File: src/rtl/pid_pkg.sv
// Shared definitions for the PID duty controller: datapath widths, parameter
// defaults and the controller FSM state encoding.
package pid_pkg;

    localparam int unsigned DATA_W       = 24;               // positions, error, integral, duty
    localparam int unsigned GAIN_W       = 16;               // Q8.8 gains
    localparam int unsigned ACC_W        = 42;               // product accumulator
    localparam int unsigned PROD_W       = DATA_W + GAIN_W;  // single multiplier result

    localparam int unsigned SHIFT_DEF    = 8;
    localparam int unsigned DUTY_MAX_DEF = 1600;

    typedef enum logic [2:0] {
        IDLE,
        ERR,
        INT,
        MP,
        MI,
        MD,
        SAT
    } state_e;

endpackage : pid_pkg

File: src/rtl/signed_saturate.sv
// Combinational signed clamp. The output is limited to [-limit_i, +limit_i]
// and additionally to the representable OUT_W-bit signed range, so an
// all-ones limit yields a plain width saturation.
//   in_i    : signed value to clamp (IN_W bits)
//   limit_i : unsigned clamp magnitude (LIM_W bits)
//   out_o   : clamped signed result (OUT_W bits)
module signed_saturate #(
    parameter int unsigned IN_W  = 25,
    parameter int unsigned OUT_W = 24,
    parameter int unsigned LIM_W = 24
) (
    input  logic signed [IN_W-1:0]  in_i,
    input  logic        [LIM_W-1:0] limit_i,
    output logic signed [OUT_W-1:0] out_o
);

    localparam int unsigned MAX_IL = (IN_W > LIM_W) ? IN_W : LIM_W;
    localparam int unsigned CW     = ((MAX_IL > OUT_W) ? MAX_IL : OUT_W) + 2;

    logic signed [CW-1:0] x;
    logic signed [CW-1:0] lim_p;
    logic signed [CW-1:0] lim_n;
    logic signed [CW-1:0] out_max;
    logic signed [CW-1:0] out_min;
    logic signed [CW-1:0] hi;
    logic signed [CW-1:0] lo;
    logic signed [CW-1:0] r;
    logic                 sat_unused;

    // Work at a width wide enough that no intermediate can overflow.
    always_comb begin
        x       = {{(CW-IN_W){in_i[IN_W-1]}}, in_i};
        lim_p   = {{(CW-LIM_W){1'b0}}, limit_i};
        lim_n   = -lim_p;
        out_max = {{(CW-OUT_W+1){1'b0}}, {(OUT_W-1){1'b1}}};
        out_min = ~out_max;
        hi      = (lim_p < out_max) ? lim_p : out_max;
        lo      = (lim_n > out_min) ? lim_n : out_min;
        if (x > hi) begin
            r = hi;
        end else if (x < lo) begin
            r = lo;
        end else begin
            r = x;
        end
    end

    // Upper bits are known to be sign copies after the clamp.
    assign sat_unused = ^r[CW-1:OUT_W];
    assign out_o      = r[OUT_W-1:0];

endmodule : signed_saturate

File: src/rtl/pid_duty_controller.sv
// Sequential PID controller producing a signed PWM duty.
// One update strobe runs a fixed 7-state computation through a single shared
// 24x16 multiplier; the result is registered on duty with a one-cycle valid.
//   clk, reset          : clock and synchronous active-high reset
//   enable              : low forces idle, zero duty, cleared integrator
//   update              : one-cycle strobe starting a computation (ignored when busy)
//   setpoint, position  : signed 24-bit target and measurement
//   Kp, Ki, Kd          : signed Q8.8 gains
//   integral_limit      : unsigned integrator clamp magnitude
//   duty, valid, busy   : registered signed duty, update pulse, computation active
module pid_duty_controller
    import pid_pkg::*;
#(
    parameter int unsigned DUTY_MAX = DUTY_MAX_DEF,
    parameter int unsigned SHIFT    = SHIFT_DEF
) (
    input  logic                     clk,
    input  logic                     reset,
    input  logic                     enable,
    input  logic                     update,
    input  logic signed [DATA_W-1:0] setpoint,
    input  logic signed [DATA_W-1:0] position,
    input  logic signed [GAIN_W-1:0] Kp,
    input  logic signed [GAIN_W-1:0] Ki,
    input  logic signed [GAIN_W-1:0] Kd,
    input  logic        [DATA_W-1:0] integral_limit,
    output logic signed [DATA_W-1:0] duty,
    output logic                     valid,
    output logic                     busy
);

    state_e                   state_q, state_d;
    logic signed [DATA_W-1:0] sp_q, sp_d;
    logic signed [DATA_W-1:0] pos_q, pos_d;
    logic signed [DATA_W-1:0] err_q, err_d;
    logic signed [DATA_W-1:0] integ_q, integ_d;
    logic signed [DATA_W-1:0] deriv_q, deriv_d;
    logic signed [DATA_W-1:0] prev_q, prev_d;
    logic signed [DATA_W-1:0] duty_q, duty_d;
    logic signed [ACC_W-1:0]  acc_q, acc_d;
    logic                     valid_q, valid_d;
    logic                     busy_q, busy_d;

    logic signed [DATA_W:0]   err_raw;
    logic signed [DATA_W:0]   int_sum;
    logic signed [DATA_W:0]   deriv_raw;
    logic signed [DATA_W-1:0] err_sat;
    logic signed [DATA_W-1:0] int_sat;
    logic signed [DATA_W-1:0] deriv_sat;
    logic signed [DATA_W-1:0] duty_sat;
    logic signed [ACC_W-1:0]  acc_shift;
    logic signed [DATA_W-1:0] mul_a;
    logic signed [GAIN_W-1:0] mul_b;
    logic signed [PROD_W-1:0] product;

    localparam logic [DATA_W-1:0] FULL_RANGE = {DATA_W{1'b1}};

    // 25-bit intermediates; saturated back to 24 bits below.
    assign err_raw   = (DATA_W+1)'(sp_q)    - (DATA_W+1)'(pos_q);
    assign int_sum   = (DATA_W+1)'(integ_q) + (DATA_W+1)'(err_q);
    assign deriv_raw = (DATA_W+1)'(err_q)   - (DATA_W+1)'(prev_q);
    assign acc_shift = acc_q >>> SHIFT;

    signed_saturate #(.IN_W(DATA_W+1), .OUT_W(DATA_W), .LIM_W(DATA_W)) u_sat_err (
        .in_i(err_raw), .limit_i(FULL_RANGE), .out_o(err_sat)
    );

    signed_saturate #(.IN_W(DATA_W+1), .OUT_W(DATA_W), .LIM_W(DATA_W)) u_sat_int (
        .in_i(int_sum), .limit_i(integral_limit), .out_o(int_sat)
    );

    signed_saturate #(.IN_W(DATA_W+1), .OUT_W(DATA_W), .LIM_W(DATA_W)) u_sat_deriv (
        .in_i(deriv_raw), .limit_i(FULL_RANGE), .out_o(deriv_sat)
    );

    signed_saturate #(.IN_W(ACC_W), .OUT_W(DATA_W), .LIM_W(DATA_W)) u_sat_duty (
        .in_i(acc_shift), .limit_i(DATA_W'(DUTY_MAX)), .out_o(duty_sat)
    );

    // Operand select for the one shared multiplier.
    always_comb begin
        mul_a = err_q;
        mul_b = Kp;
        case (state_q)
            MI:      begin mul_a = integ_q; mul_b = Ki; end
            MD:      begin mul_a = deriv_q; mul_b = Kd; end
            default: begin mul_a = err_q;   mul_b = Kp; end
        endcase
    end

    assign product = PROD_W'(mul_a) * PROD_W'(mul_b);

    // Next-state and datapath update.
    always_comb begin
        state_d = state_q;
        sp_d    = sp_q;
        pos_d   = pos_q;
        err_d   = err_q;
        integ_d = integ_q;
        deriv_d = deriv_q;
        prev_d  = prev_q;
        duty_d  = duty_q;
        acc_d   = acc_q;
        valid_d = 1'b0;

        case (state_q)
            IDLE: begin
                if (update) begin
                    sp_d    = setpoint;
                    pos_d   = position;
                    state_d = ERR;
                end
            end
            ERR: begin
                err_d   = err_sat;
                acc_d   = '0;
                state_d = INT;
            end
            INT: begin
                integ_d = int_sat;
                deriv_d = deriv_sat;
                state_d = MP;
            end
            MP: begin
                acc_d   = acc_q + ACC_W'(product);
                state_d = MI;
            end
            MI: begin
                acc_d   = acc_q + ACC_W'(product);
                state_d = MD;
            end
            MD: begin
                acc_d   = acc_q + ACC_W'(product);
                state_d = SAT;
            end
            SAT: begin
                duty_d  = duty_sat;
                prev_d  = err_q;
                valid_d = 1'b1;
                state_d = IDLE;
            end
            default: state_d = IDLE;
        endcase

        // Disable overrides everything, including an in-flight result.
        if (!enable) begin
            state_d = IDLE;
            duty_d  = '0;
            integ_d = '0;
            prev_d  = '0;
            acc_d   = '0;
            valid_d = 1'b0;
        end

        busy_d = (state_d != IDLE);
    end

    always_ff @(posedge clk) begin
        if (reset) begin
            state_q <= IDLE;
            sp_q    <= '0;
            pos_q   <= '0;
            err_q   <= '0;
            integ_q <= '0;
            deriv_q <= '0;
            prev_q  <= '0;
            duty_q  <= '0;
            acc_q   <= '0;
            valid_q <= 1'b0;
            busy_q  <= 1'b0;
        end else begin
            state_q <= state_d;
            sp_q    <= sp_d;
            pos_q   <= pos_d;
            err_q   <= err_d;
            integ_q <= integ_d;
            deriv_q <= deriv_d;
            prev_q  <= prev_d;
            duty_q  <= duty_d;
            acc_q   <= acc_d;
            valid_q <= valid_d;
            busy_q  <= busy_d;
        end
    end

    assign duty  = duty_q;
    assign valid = valid_q;
    assign busy  = busy_q;

endmodule : pid_duty_controller

File: config.mk
export PLATFORM = sky130hd
export DESIGN_NAME = pid_duty_controller
export DESIGN_NICKNAME = d
export VERILOG_FILES = /design/src/rtl/pid_pkg.sv /design/src/rtl/signed_saturate.sv /design/src/rtl/pid_duty_controller.sv
export SDC_FILE = /design/constraint.sdc
export NUM_CORES = 2
export LEC_CHECK = 0
export ABC_AREA = 0
export CAP_MARGIN = 30
export CORE_MARGIN = 4
export CORE_UTILIZATION = 30
export CTS_CLUSTER_SIZE = 30
export DETAILED_ROUTE_END_ITERATION = 10
export HOLD_SLACK_MARGIN = 0.06
export MAX_ROUTING_LAYER = met4
export PLACE_DENSITY_LB_ADDON = 0.1
export SYNTH_ARGS = -nofsm -noshare
export SYNTH_HDL_FRONTEND = slang
export SYNTH_SLANG_ARGS = --single-unit
File: constraint.sdc
create_clock -name clk -period 17.69 [get_ports clk]
set_input_delay 1.769 -clock clk [delete_from_list [all_inputs] [get_ports clk]]
set_output_delay 1.769 -clock clk [all_outputs]
set_load 0.05 [all_outputs]
==> metrics <==
run status=completed; first-pass GRT wire length=159,800 um; Distinct cells, synth=86; worst hold slack=0.4525 ns; vias in the first global route=25,170; largest net degree at the start of global routing=60; # fillers=between 10,000 and 15,000; Synth Warn #=0; initial antenna violation count=1; number of port buffers=approximately 150; worst clock skew=between 0.02 and 0.03 ns; H-tree levels=1; Post-Synthesis Cells=3,621; Cell Area, Synth=29,990 um2; maximum clock frequency=around 100 MHz; combined area of the multi-input logic cells=between 20,000 and 25,000 um2; CTS root buf=clkbuf_16; Overflow after GRT=0; HPWL Detailed=roughly 84,000 um; worst setup path startpoint=state_q[1]; WS Path Type=reg2reg; Die Wd=324.2 um; CTS sink count=approximately 220; row count=115; CTS tree=done; Via density=~5; Routed WL=104,200 um; Post-synth EDFFs=0; Die Height=324.2 um; Final #Nets=between 4,000 and 5,000; max-slew violations=0; WHS Path Cells=2; Crit path max-delay family=adder cells; I/O pin total=150; Yosys reg bits=215; LEAKAGE=15.37 nW; Power Dens Cells=84.97 nW/um2; time the worst path needs with I/O delays and setup=around 9.6 ns; most common cell after layout, fill and taps aside=inv_1; Syn Nets=about 4,400; Post-synth ARST share=0; routed len/inst=20.75 um; CP required=roughly 18 ns; GPL Wtd Cong=about 0.85; cell mode on critical path=fa_1; worst slew pin tran=1.102 ns; top_reg_cell synth=dfxtp_1; commonest cells after routing, fill and taps aside=568 x inv_1, 495 x nand2_1, 428 x fa_1; 1st-iter DRT viols=1,642; fin crit share=0.5402; hold_buf cts=0; CP Buf/Inv Count=5; Crit. End Element=flop; DRC=0; Crit-path slowest cell=nand2b_4; antenna-violating nets left=0; Initial Util=0.3038; Reg2Reg Depth=26; clock transition at the registers of the reported paths=~0.06 ns; CTS max path bufs=3; core footprint=98,710 um2; Final Hold Fails=0; Hold Crit Class=reg2reg; Hold Path Origin=prev_q[22]; Levels on crit path=26; Worst VDD drop=approximately 0.000066 V; postcts setup bufs=0; cts repair resizes=0; DR vias=24,610; gr usage total=0.2071; fraction of layout cells with a size suffix above 1=0.04530; Syn Area/Cell=8.281 um2; Crit Path Max Fanout=59; FF/Latch Area=4308 um2; final setup margin=8.133 ns; final setup TNS=0 ns; DIE AREA=105,100 um2; Rel. slew slack=0.2583; Pre-antenna DRT Iters=5; Area growth syn-to-layout=13.62%; CTS Buf Count=29; Finish-stage setup viols=0; startpoint types=flop; max-cap violations=0; total power=2.895 mW; Largest stage delay, worst path=between 0.6 and 0.7 ns; worst path arrival time=10.08 ns; FF-to-FF Start=state_q[1]; RSZ-0062 raised after global routing=no; post-synthesis sequential area ratio=0.1435; dpl ws=7.759 ns; clk_lat worst skew=0.62 ns
==> synthesized netlist by cell type (all sizes together), types with 13 or more instances <==
library cell | n | area (um2)
xnor2 | 65 | 569.3
nand2 | 497 | 1868
nor3 | 34 | 185.2
nor2 | 348 | 1306
inv | 568 | 2132
buf | 18 | 87.58
o21ai | 145 | 725.7
a31oi | 13 | 81.33
and2 | 29 | 181.4
fa | 428 | 8568
nor2b | 28 | 175.2
a21o | 53 | 397.9
clkbuf | 132 | 495.5
nand4 | 29 | 181.4
xor2 | 52 | 455.4
dfxtp | 215 | 4304
and3 | 18 | 112.6
o211ai | 18 | 140.1
o21a | 50 | 375.4
nand3 | 36 | 180.2
maj3 | 44 | 440.4
a21oi | 195 | 991.0
mux2i | 54 | 540.5
nand2b | 35 | 219.0
nor4 | 19 | 146.4
a211oi | 60 | 450.4
ha | 242 | 3028
==> worst paths after layout <==
path / to / slack (ns)
setup / recovery: acc_q[39] / 8.13
hold / removal: prev_q[22] / 0.45
setup reg to reg: acc_q[39] / 8.13
hold reg to reg: prev_q[22] / 0.45
==> logic make-up (layout without fill, tap and decap cells) <==
group / count (synthesis) / after routing / share of synthesized area
flops: 215 / 215 / 0.1435
other cells: 1 / 2 / 0.0001251
simple gates: 1128 / 1128 / 0.1657
compound gates: 670 / 670 / 0.1450
xor+xnor: 117 / 117 / 0.03417
buf+inv: 718 / 828 / 0.09054
mux: 58 / 58 / 0.01953
fa+ha+maj: 714 / 714 / 0.4014
==> final cells by class <==
type	count	area share
multi-input combinational	2688	0.6772
sequential	215	0.1264
inverter	568	0.06258
timing repair buffer	207	0.05744
tap	1287	0.04726
clock buffer	42	0.02450
clock inverter	11	0.004480
antenna	1	0.00007345
==> power by group <==
| part | internal (mW) | leakage, nW | total, mW | switching (mW) |
|---|---|---|---|---|
| registers | 0.497 | 1.74 | 0.519 | 0.0212 |
| clock network | 0.371 | 0.490 | 0.626 | 0.254 |
| logic | 0.704 | 13.1 | 1.75 | 1.05 |
| total | 1.57 | 15.4 | 2.90 | 1.32 |
==> state kept, by name, indices dropped and copies added (netlist names) <==
signal,count
state_q,3
pos_q,24
acc_q,42
prev_q,24
deriv_q,24
sp_q,24
busy,1
duty,24
integ_q,24
err_q,24
valid,1
==> worst min-delay path: cells and delay by family (launching register included) <==
family	cells	cell delay (ns)
flip-flops	1	0.30
AND/OR/NAND/NOR	1	0.05
AO/OA/AOI/OAI	1	0.05
==> through the flow <==
stage / utilization / area [um2] / instances
2_1_floorplan: - / 29990 / 3621
3_3_place_gp: 0.3344 / 33010 / 4960
3_5_place_dp: 0.3348 / 33050 / 4963
4_1_cts: 0.3448 / 34030 / 5016
5_1_grt: 0.3452 / 34070 / 5019
6_report: 0.3452 / 34070 / 5019
==> routing by layer <==
metal | vias up | part of all wire | GRT usage
met4 | 0 | 0.018 | 0.03536
met3 | 93 | 0.063 | 0.04299
met2 | 578 | 0.43 | 0.3087
met5 | - | 0 | -
met1 | 11970 | 0.49 | 0.2938
li1 | 11970 | - | -
Power figures use the tool's default switching activity.
